==> src/rtl/nanorv32_csr_pkg.sv <==
// Shared CSR address map and counter/inhibit bit indices for the Nanorv32 counter bank.
// Latency: n/a (constants and a constant function only).
// Backpressure: n/a.
package nanorv32_csr_pkg;

  typedef logic [11:0] csr_addr_t;

  // Counter CSR bases; counter N lives at base + N.
  localparam csr_addr_t CSR_MCNT_LO       = 12'hB00;
  localparam csr_addr_t CSR_MCNT_HI       = 12'hB80;
  localparam csr_addr_t CSR_UCNT_LO       = 12'hC00;
  localparam csr_addr_t CSR_UCNT_HI       = 12'hC80;
  // mcountinhibit sits at offset 0 of the event-select page.
  localparam csr_addr_t CSR_MCOUNTINHIBIT = 12'h320;
  localparam csr_addr_t CSR_OVF_FLAGS     = 12'h7C0;
  localparam csr_addr_t CSR_OVF_MASK      = 12'h7C1;

  // Counter index == inhibit bit == overflow flag bit.
  localparam int INH_CY   = 0;
  localparam int IDX_TIME = 1;
  localparam int INH_IR   = 2;
  localparam int INH_HPM0 = 3;

  // Bit set of counter indices that have real storage (time is only an alias).
  function automatic logic [31:0] impl_mask(input int num_hpm);
    logic [31:0] m;
    m         = 32'h0;
    m[INH_CY] = 1'b1;
    m[INH_IR] = 1'b1;
    for (int i = 0; i < num_hpm; i++) m[INH_HPM0 + i] = 1'b1;
    return m;
  endfunction

endpackage

==> src/rtl/nanorv32_csr_counter.sv <==
// One CNT_WIDTH counter with independent 32-bit low/high write ports and a wrap pulse.
// Latency: value updates one clock after inc/wr; wrap is combinational in the wrapping cycle.
// Backpressure: none; a write to either half discards that cycle's increment entirely.
module nanorv32_csr_counter #(
  parameter int CNT_WIDTH = 64
) (
  input  logic                 clk,
  input  logic                 rst,
  input  logic                 inc,
  input  logic                 wr_lo,
  input  logic                 wr_hi,
  input  logic [31:0]          wdata,
  output logic [CNT_WIDTH-1:0] value,
  output logic                 wrap
);

  logic        wr_hi_eff;
  logic [63:0] cur_ext;
  logic [63:0] nxt_ext;

  // A 32-bit counter has no high half, so high writes are simply dropped.
  assign wr_hi_eff = (CNT_WIDTH > 32) ? wr_hi : 1'b0;

  // Only a genuine increment out of all-ones counts as a wrap; write-induced zeros do not.
  assign wrap = inc & ~wr_lo & ~wr_hi_eff & (&value);

  // Next value: the written half wins and the other half holds, so no carry leaks in.
  always_comb begin
    cur_ext = 64'(value);
    nxt_ext = cur_ext;
    if (wr_lo)
      nxt_ext[31:0] = wdata;
    else if (wr_hi_eff)
      nxt_ext[63:32] = wdata;
    else if (inc)
      nxt_ext = cur_ext + 64'd1;
  end

  // Counter state; bits above CNT_WIDTH are dropped, which also gives the wrap to 0.
  always_ff @(posedge clk or posedge rst) begin
    if (rst)
      value <= '0;
    else
      value <= nxt_ext[CNT_WIDTH-1:0];
  end

endmodule

==> src/rtl/nanorv32_csr_counters.sv <==
// Nanorv32 cycle/instret/HPM counter bank with mcountinhibit, event selects and optional
// overflow IRQ (define NANORV32_CSR_OVF_IRQ_EN). Latency: reads combinational, writes at clk.
// Backpressure: none; one CSR write per cycle, force_stall_reset freezes counting only.
module nanorv32_csr_counters
  import nanorv32_csr_pkg::*;
#(
  parameter int NUM_HPM    = 4,
  parameter int CNT_WIDTH  = 64,
  parameter int NUM_EVENTS = 8,
  parameter int EVT_W      = 5
) (
  input  logic                  clk,
  input  logic                  rst,
  input  logic [11:0]           core_csr_addr,
  input  logic [31:0]           core_csr_wdata,
  input  logic                  core_csr_write,
  output logic [31:0]           csr_core_rdata,
  output logic                  csr_core_hit,
  input  logic                  force_stall_reset,
  input  logic                  stall_exe,
  input  logic [NUM_EVENTS-1:0] hpm_events,
  output logic                  csr_ovf_irq
);

  localparam int          NCNT        = 3 + NUM_HPM;
  localparam int          HPM_N       = (NUM_HPM > 0) ? NUM_HPM : 1;
  localparam logic [31:0] IMPL_MASK   = impl_mask(NUM_HPM);
  localparam logic [31:0] SHADOW_MASK = IMPL_MASK | (32'h1 << IDX_TIME);

  logic [4:0]       off;
  logic             in_mlo, in_mhi, in_ulo, in_uhi, in_evt;
  logic             count_ok;
  logic [31:0]      inhibit;
  logic [EVT_W-1:0] evt_sel [HPM_N];
  logic [HPM_N-1:0] hpm_fire;
  logic [63:0]      cnt_ext [NCNT];
  logic [NCNT-1:0]  wrap_vec;
  logic [63:0]      rd_cnt;
  logic [EVT_W-1:0] rd_evt;

  // Every region is a 32-entry page; the low 5 address bits pick the counter index.
  assign off      = core_csr_addr[4:0];
  assign in_mlo   = core_csr_addr[11:5] == CSR_MCNT_LO[11:5];
  assign in_mhi   = core_csr_addr[11:5] == CSR_MCNT_HI[11:5];
  assign in_ulo   = core_csr_addr[11:5] == CSR_UCNT_LO[11:5];
  assign in_uhi   = core_csr_addr[11:5] == CSR_UCNT_HI[11:5];
  assign in_evt   = core_csr_addr[11:5] == CSR_MCOUNTINHIBIT[11:5];
  assign count_ok = ~force_stall_reset;

  // Event match per HPM counter; id 0 and ids beyond NUM_EVENTS never match.
  always_comb begin
    hpm_fire = '0;
    for (int j = 0; j < NUM_HPM; j++)
      for (int k = 0; k < NUM_EVENTS; k++)
        if (32'(evt_sel[j]) == 32'(k + 1) && hpm_events[k]) hpm_fire[j] = 1'b1;
  end

  genvar gi;
  generate
    for (gi = 0; gi < NCNT; gi++) begin : g_cnt
      if (gi == IDX_TIME) begin : g_time_alias
        assign cnt_ext[gi]  = cnt_ext[INH_CY];
        assign wrap_vec[gi] = 1'b0;
      end else begin : g_counter
        logic                 inc, wr_lo, wr_hi;
        logic [CNT_WIDTH-1:0] value;
        assign wr_lo = core_csr_write & in_mlo & (off == 5'(gi));
        assign wr_hi = core_csr_write & in_mhi & (off == 5'(gi));
        if (gi == INH_CY) begin : g_cy
          assign inc = count_ok & ~inhibit[gi];
        end else if (gi == INH_IR) begin : g_ir
          assign inc = count_ok & ~inhibit[gi] & ~stall_exe;
        end else begin : g_hpm
          assign inc = count_ok & ~inhibit[gi] & hpm_fire[gi - INH_HPM0];
        end
        nanorv32_csr_counter #(.CNT_WIDTH(CNT_WIDTH)) u_counter (
          .clk   (clk),
          .rst   (rst),
          .inc   (inc),
          .wr_lo (wr_lo),
          .wr_hi (wr_hi),
          .wdata (core_csr_wdata),
          .value (value),
          .wrap  (wrap_vec[gi])
        );
        assign cnt_ext[gi] = 64'(value);
      end
    end
  endgenerate

  // mcountinhibit and event selects; writes are honoured even while counting is frozen.
  always_ff @(posedge clk or posedge rst) begin
    if (rst) begin
      inhibit <= '0;
      for (int j = 0; j < HPM_N; j++) evt_sel[j] <= '0;
    end else if (core_csr_write) begin
      if (core_csr_addr == CSR_MCOUNTINHIBIT)
        inhibit <= core_csr_wdata & IMPL_MASK;
      for (int j = 0; j < NUM_HPM; j++)
        if (in_evt && off == 5'(j + INH_HPM0)) evt_sel[j] <= core_csr_wdata[EVT_W-1:0];
    end
  end

`ifdef NANORV32_CSR_OVF_IRQ_EN
  logic [31:0] ovf_flags, ovf_mask, flags_nxt, mask_nxt;

  // Sticky flags with W1C; OR-ing the wrap set last makes set win over clear.
  always_comb begin
    flags_nxt = ovf_flags;
    mask_nxt  = ovf_mask;
    if (core_csr_write && core_csr_addr == CSR_OVF_FLAGS)
      flags_nxt = flags_nxt & ~core_csr_wdata;
    flags_nxt = flags_nxt | 32'(wrap_vec);
    if (core_csr_write && core_csr_addr == CSR_OVF_MASK)
      mask_nxt = core_csr_wdata & IMPL_MASK;
  end

  // IRQ is registered from next-state values so it rises on the same edge as the flag.
  always_ff @(posedge clk or posedge rst) begin
    if (rst) begin
      ovf_flags   <= '0;
      ovf_mask    <= '0;
      csr_ovf_irq <= 1'b0;
    end else begin
      ovf_flags   <= flags_nxt;
      ovf_mask    <= mask_nxt;
      csr_ovf_irq <= |(flags_nxt & mask_nxt);
    end
  end
`else
  logic unused_wrap;
  assign unused_wrap = ^wrap_vec;
  assign csr_ovf_irq = 1'b0;
`endif

  // Select the counter and event register addressed by the low offset bits.
  always_comb begin
    rd_cnt = '0;
    rd_evt = '0;
    for (int i = 0; i < NCNT; i++)
      if (off == 5'(i)) rd_cnt = cnt_ext[i];
    for (int j = 0; j < NUM_HPM; j++)
      if (off == 5'(j + INH_HPM0)) rd_evt = evt_sel[j];
  end

  // Read decode: registered values only, unmapped addresses give hit=0 and data 0.
  always_comb begin
    csr_core_rdata = '0;
    csr_core_hit   = 1'b0;
    if (in_mlo && IMPL_MASK[off]) begin
      csr_core_hit   = 1'b1;
      csr_core_rdata = rd_cnt[31:0];
    end else if (in_mhi && IMPL_MASK[off]) begin
      csr_core_hit   = 1'b1;
      csr_core_rdata = rd_cnt[63:32];
    end else if (in_ulo && SHADOW_MASK[off]) begin
      csr_core_hit   = 1'b1;
      csr_core_rdata = rd_cnt[31:0];
    end else if (in_uhi && SHADOW_MASK[off]) begin
      csr_core_hit   = 1'b1;
      csr_core_rdata = rd_cnt[63:32];
    end else if (core_csr_addr == CSR_MCOUNTINHIBIT) begin
      csr_core_hit   = 1'b1;
      csr_core_rdata = inhibit;
    end else if (in_evt && off >= 5'(INH_HPM0) && IMPL_MASK[off]) begin
      csr_core_hit   = 1'b1;
      csr_core_rdata = 32'(rd_evt);
`ifdef NANORV32_CSR_OVF_IRQ_EN
    end else if (core_csr_addr == CSR_OVF_FLAGS) begin
      csr_core_hit   = 1'b1;
      csr_core_rdata = ovf_flags;
    end else if (core_csr_addr == CSR_OVF_MASK) begin
      csr_core_hit   = 1'b1;
      csr_core_rdata = ovf_mask;
`endif
    end
  end

endmodule

==> config.mk <==
export PLATFORM = sky130hd
export DESIGN_NAME = nanorv32_csr_counters
export DESIGN_NICKNAME = d
export VERILOG_FILES = /design/src/rtl/nanorv32_csr_pkg.sv /design/src/rtl/nanorv32_csr_counter.sv /design/src/rtl/nanorv32_csr_counters.sv
export SDC_FILE = /design/constraint.sdc
export NUM_CORES = 2
export LEC_CHECK = 0
export CORE_MARGIN = 1.5
export CORE_UTILIZATION = 39
export CTS_BUF_LIST = sky130_fd_sc_hd__clkbuf_8 sky130_fd_sc_hd__clkbuf_16
export DETAILED_ROUTE_END_ITERATION = 8
export MAX_ROUTING_LAYER = met4
export PLACE_DENSITY = 0.54
export SYNTH_ARGS = -nofsm -noshare
export SYNTH_HDL_FRONTEND = slang
export SYNTH_SLANG_ARGS = --single-unit
==> constraint.sdc <==
create_clock -name clk -period 21.4 [get_ports clk]
set_input_delay 4.28 -clock clk [delete_from_list [all_inputs] [get_ports clk]]
set_output_delay 4.28 -clock clk [all_outputs]
set_load 0.02 [all_outputs]
# Yosys cells after proc, flatten, opt, wreduce, memory -nomap -nowiden
# Memory sizes are Yosys's and may differ from the RTL's.
# Index checks and enable logic that the tools add are counted.
[word_totals]
elab_cells = 269
in_bits = 57
memories = 2
regBits = 410
mem_bits_ro = 64
out_inout_bits = 34
[mem_list]
columns = ["name", "words", "width", "read_ports", "rd_clocked_by_memory_dff", "wr", "line", "text"]
rows = [
  ["(no name shown)", 32, 1, 1, 0, 0, "nanorv32_csr_counters.sv:165", "end else if (in_evt && off >= 5'(INH_HPM0) && IMPL_MASK[off]) begin"],
  ["(no name shown)", 32, 1, 1, 0, 0, "nanorv32_csr_counters.sv:159", "end else if (in_uhi && SHADOW_MASK[off]) begin"],
]
[op_classes]
n_lt_le_gt_ge = 2
n_eq_ne = 50
n_addsub = 6
bitwise = 39
reduce_logical = 72
n_mux = 81
[ops]
columns = ["cell", "n"]
rows = [
  ["64-bit two-way mux", 13],
  ["32-bit two-way mux", 22],
  ["64-bit by 1-bit adder with 64-bit output (second input constant)", 6],
  ["5-bit by 3-bit == test with 1-bit output (second input constant)", 19],
  ["5-bit by 2-bit == test with 1-bit output (second input constant)", 10],
  ["1-bit logical AND", 42],
  ["1-bit two-way mux", 40],
  ["2-bit AND reduction", 17],
  ["7-bit == test (second input constant)", 4],
  ["1-bit AND", 25],
  ["5-bit by 1-bit == test with 1-bit output (second input constant)", 5],
  ["5-bit two-way mux", 5],
  ["2-bit nonzero test", 12],
  ["5-bit by 4-bit == test with 1-bit output (second input constant)", 4],
  ["1-bit inverter", 14],
  ["12-bit by 10-bit == test with 1-bit output (second input constant)", 1],
  ["2-bit by 1-bit inequality test with 1-bit output (second input constant)", 6],
  ["7-bit by 5-bit == test with 1-bit output (second input constant)", 1],
  ["7-bit two-way mux", 1],
  ["5-bit by 6-bit less-than comparator with 1-bit output (second input constant)", 1],
  ["5-bit by 2-bit >= comparator with 1-bit output (second input constant)", 1],
  ["5-bit logical NOT", 1],
]

# Depth between registers and ports, before layout
[logic_depth]
depth_word = 14
depth_mapped = 10
mapped_depth_nobuf = 8

# By module
# Synthesis repeated with hierarchy kept, for this count alone.
[unflattened]
hier_cells = 3893
hier_area_um2 = 31306.3
[modules_own_cells]
columns = ["mod", "seq_area_each_um2", "cells_each", "instances", "area_per_inst_um2"]
rows = [
  ["nanorv32_csr_counter", 1601.5, 530, 6, 4350.4],
  ["nanorv32_csr_counters", 650.6, 713, 1, 5203.7],
]

# Worst setup path before layout
# OpenSTA, ideal clock, no wires.
[synth_path]
kind = "input-to-output"
start = "in core_csr_addr[4]"
end = "out csr_core_rdata[27]"
t_required_ns = 17.120
stages = 9
path_buffers = 3
setup_slack_ns = 10.567
arrival_ns = 6.553
cell_sequence = "buf_2 > or4b_1 > nor2_1 > buf_2 > buf_1 > nand2_1 > a21oi_1 > a211oi_1 > a211oi_1"
[synth_between]
elab_chain_cells = 12
elab_cells_between_ends = 26
cone_classes = "6 x eq/ne; 13 x mux; 5 x reduce/logical; 2 x memory"
[synth_lines]
columns = ["element", "line", "text"]
rows = [
  ["start, declared", "nanorv32_csr_counters.sv:14", "input logic [11:0] core_csr_addr,"],
  ["5-bit logical NOT", "nanorv32_csr_counters.sv:141", "if (off == 5'(i)) rd_cnt = cnt_ext[i];"],
  ["64-bit two-way mux (7 in series)", "nanorv32_csr_counters.sv:141", ""],
  ["32-bit two-way mux", "nanorv32_csr_counters.sv:159", ""],
  ["32-bit two-way mux", "nanorv32_csr_counters.sv:156", "end else if (in_ulo && SHADOW_MASK[off]) begin"],
  ["32-bit two-way mux", "nanorv32_csr_counters.sv:153", "end else if (in_mhi && IMPL_MASK[off]) begin"],
  ["32-bit two-way mux *", "nanorv32_csr_counters.sv:150", "if (in_mlo && IMPL_MASK[off]) begin"],
  ["end, declared", "nanorv32_csr_counters.sv:17", "output logic [31:0] csr_core_rdata,"],
]
# Mark *: on every way between the ends. The rest lies on a longest branch, timed or not. The select of a mux whose other input is x is not followed.

# Worst setup path after layout
[layout_path]
start = "in core_csr_addr[1]"
end = "out csr_core_rdata[31]"
# Same word-level chain as after synthesis.

==> impl_metrics.tcl <==
set metrics [dict create \
    setup_viol 0 \
    place_congestion 1.06 \
    crit_top_cell "clkdlybuf4s50_1" \
    synthToLayoutAreaGrowth_pct 12.3 \
    seqPwrFrac 0.434 \
    outcome "complete, but fails checks" \
    clock_sinks 410 \
    design.die.area_mm2 0.0720 \
    rr_endpoint "g_cnt[0].g_counter.u_counter.value[63]$_DFFE_PP0P_" \
    hold_buffers 0 \
    wirelength_um 140000 \
    cts_setup_buffers 0 \
    vdd_drop_max_v 0.0000650 \
    wire_per_inst_um 32.4 \
    cellPowerDensity_mw_per_mm2 62.3 \
    routed_via_density 6.76 \
    worstHoldStart "g_cnt[5].g_counter.u_counter.value[63]$_DFFE_PP0P_" \
    worst-setup-path-type "in2out" \
    p_leak_nw 11.9 \
    drt_iter0_markers 4488 \
    clockPowerShare 0.482 \
    comb_power_share 0.084 \
    grt_first_pass_wirelength_um 199000 \
    cts_tree "done" \
    drtAntennaViolNets 0 \
    switching_share 0.281 \
    drive_gt1_frac 0.0900 \
    grt_pass1_vias 26700 \
    critPathCaptureType "primary output" \
    async_flop_share 1.00 \
    hpwl_um 98500 \
    cts_made_buffers 53 \
    start_kind "input pin" \
    maxCapViolCount 0 \
    rows 97 \
    p_int_mw 1.38 \
    final_nets 3385 \
    finalCritPeriodShare 0.596 \
    antenna_found_initial 18 \
    fin_ws_ps 8640 \
    ys_warn_count 0 \
    fin_crit_ps 12760 \
    min_to "g_cnt[5].g_counter.u_counter.value[63]$_DFFE_PP0P_" \
    die_h_um 268 \
    grtUsageTotal 0.398 \
    initial_core_util 0.393 \
    rsz0062_at_grt "false" \
    synthesis.area_mm2 0.0274 \
    clockRootBuffer "clkbuf_16" \
    r2r_setup_slack_ps 17780 \
    synthCells 3383 \
    critical_path.max_fanout 42 \
    worstRegToRegCells 7 \
    synthesis.nets 3446 \
    fin_skew_ps 24.4 \
    port_buffers 89 \
    crit_path_cell_trace "clkdlybuf4s50_1 > buf_4 > or4b_1 > nor2_4 > a222oi_1 > a311oi_1 > clkdlybuf4s50_1" \
    dp_slack_ps 8820 \
    cpPeakStageDelay_ps 840 \
    worst_slew_pin_slew_ps 1310 \
    n_fill_cell 6946 \
    crit_start "core_csr_addr[1]" \
    synth-main-ff-cell "dfrtp_1" \
    final-hold-violation-count 0 \
    critPathRequiredTime_ps 17120 \
    hp-class "reg2reg" \
    grt_max_degree 88 \
    postSynthAreaPerCell_um2 8.11 \
    grt-ovfl-total 0 \
    route.vias.total 29200 \
    cp.arrival_ps 8480 \
    ys_types 91 \
    clock.fmax_ghz 0.0784 \
    path_clk_slew_ps 60 \
    drc 3 \
    slew_violations 0 \
    clk_path_buf_depth 3 \
    relSlewSlack 0.129 \
    insertion_delay_ps 630 \
    slowest_stage "nor2_4" \
    tns_ps 0 \
    synth-seq-cells 410 \
    die_w_um 268 \
    num_io_pins 91 \
    violations "design-rule violations" \
    first_pass_iters 9 \
    ys_seq_area_frac 0.374 \
    cts_resized 0 \
    whs_path_depth 1 \
    core_area_mm2 0.0698 \
    r2r-start "g_cnt[0].g_counter.u_counter.value[10]$_DFFE_PP0P_" \
    holdWs_ps 519 \
    h-tree-depth 2 \
    netSwitchingPower_uw 540 \
    synth_edf_count 0 \
]
-- layout make-up --
type	count	area, µm²	area share
diodes	13	32.5	0.00106
clock buffers	71	1600	0.0518
clock inverters	29	186	0.00605
inverters	34	135	0.00438
multi-input cells	2666	16100	0.522
flip-flops and latches	410	10300	0.333
well taps	940	1180	0.0382
repair buffers	157	1330	0.0433
-- per-layer routing --
metal  wire length (µm)  GRT usage
met4              10200      0.258
met2              58300      0.552
met1              54900      0.509
met5                  0          -
met3              16600      0.104
-- metrics by stage --
stage	cell area [µm²]	util	cells	power [mW]
after floorplan	27400	-	3383	0.909
after global placement	29000	0.416	4207	0.999
after detailed placement	29000	0.416	4207	1.00
after CTS	30800	0.441	4307	1.92
after global routing	30800	0.442	4320	1.97
final	30800	0.442	4320	1.92
-- state kept, by name, indices dropped and copies added, names as in the netlist --
register / flops
g_cnt.g_counter.u_counter.value: 384
evt_sel: 20
inhibit: 6
-- power by group through the flow --
stage	clock (mW)	combinational [mW]	sequential (mW)
floorplan	0	0.0818	0.827
CTS	0.933	0.156	0.832
global route	0.964	0.167	0.835
global placement	0	0.153	0.846
finish	0.926	0.161	0.835
detailed placement	0	0.155	0.846
-- cells in the final DEF (no fill, tap or decap), types with 11 or more instances in the layout --
cell,instances
a211oi_1,31
a21oi_1,395
a221oi_1,66
a222oi_1,25
a22oi_1,17
a31oi_1,37
and2_1,30
and3_1,52
and4_1,51
buf_2,13
buf_4,69
clkbuf_16,55
clkbuf_8,16
clkdlybuf4s50_1,75
dfrtp_1,410
diode_2,13
inv_1,46
mux2_2,48
mux2i_1,46
nand2_1,347
nand3_1,167
nand4_1,129
nor2_1,330
nor3_1,48
nor3_2,14
nor4_1,25
nor4_2,11
o21ai_0,224
o221ai_1,25
o22ai_1,73
o31ai_1,11
or2_2,13
or3_1,31
or4_1,13
xnor2_1,89
xor2_1,106
-- worst max-delay path by stage --
stage	endpoint	slack [ps]	depth (start not counted)
final	csr_core_rdata[31]	8640	7
after global routing	csr_core_rdata[30]	8550	9
after CTS	csr_core_rdata[30]	8800	9
after detailed placement	csr_core_rdata[31]	8820	7
after global placement	csr_core_rdata[30]	8850	9
after floorplan	evt_sel[0]$_DFFE_PP0P_	5710	1
-- synthesized netlist by cell type, types with 13 or more instances --
library cell,instances,share of area
a21oi_1,395,0.072
clkbuf_1,212,0.029
nand2_1,352,0.048
nor3_1,52,0.0095
nand4_1,129,0.029
buf_1,19,0.0026
xor2_1,106,0.034
nor4_1,29,0.0066
or3_1,31,0.0071
o22ai_1,73,0.017
o21ai_0,224,0.041
nor2_1,336,0.046
buf_2,35,0.0064
xnor2_1,89,0.028
and2_1,31,0.0071
inv_1,33,0.0045
and3_1,52,0.012
a22oi_1,17,0.0047
a211oi_1,32,0.0088
a222oi_1,25,0.0091
or2_2,13,0.0030
o221ai_1,25,0.0080
mux2_2,48,0.020
or4_1,13,0.0036
dfrtp_1,410,0.37
a221oi_1,66,0.021
a31oi_1,37,0.0084
mux2i_1,46,0.017
and4_1,51,0.016
nand3_1,169,0.031
-- critical path, delay by kind of cell --
family	cells	cell delay (ps)
compound gates	2	1040
buf+inv	3	1590
simple gates	2	1510
-- logic make-up (layout without fill, tap and decap cells) --
group | Yosys count | after routing | synth area share
AND/OR/NAND/NOR | 1328 | 1328 | 0.243
AO/OA/AOI/OAI | 1038 | 1038 | 0.233
flip-flops | 410 | 410 | 0.374
buffers and inverters | 307 | 291 | 0.0449
XOR/XNOR | 195 | 195 | 0.0622
multiplexers | 98 | 98 | 0.0398
adder cells (fa/ha/maj) | 6 | 6 | 0.00274
other | 1 | 14 | 0.000137
Note: power is estimated with default switching activity, not from simulation.
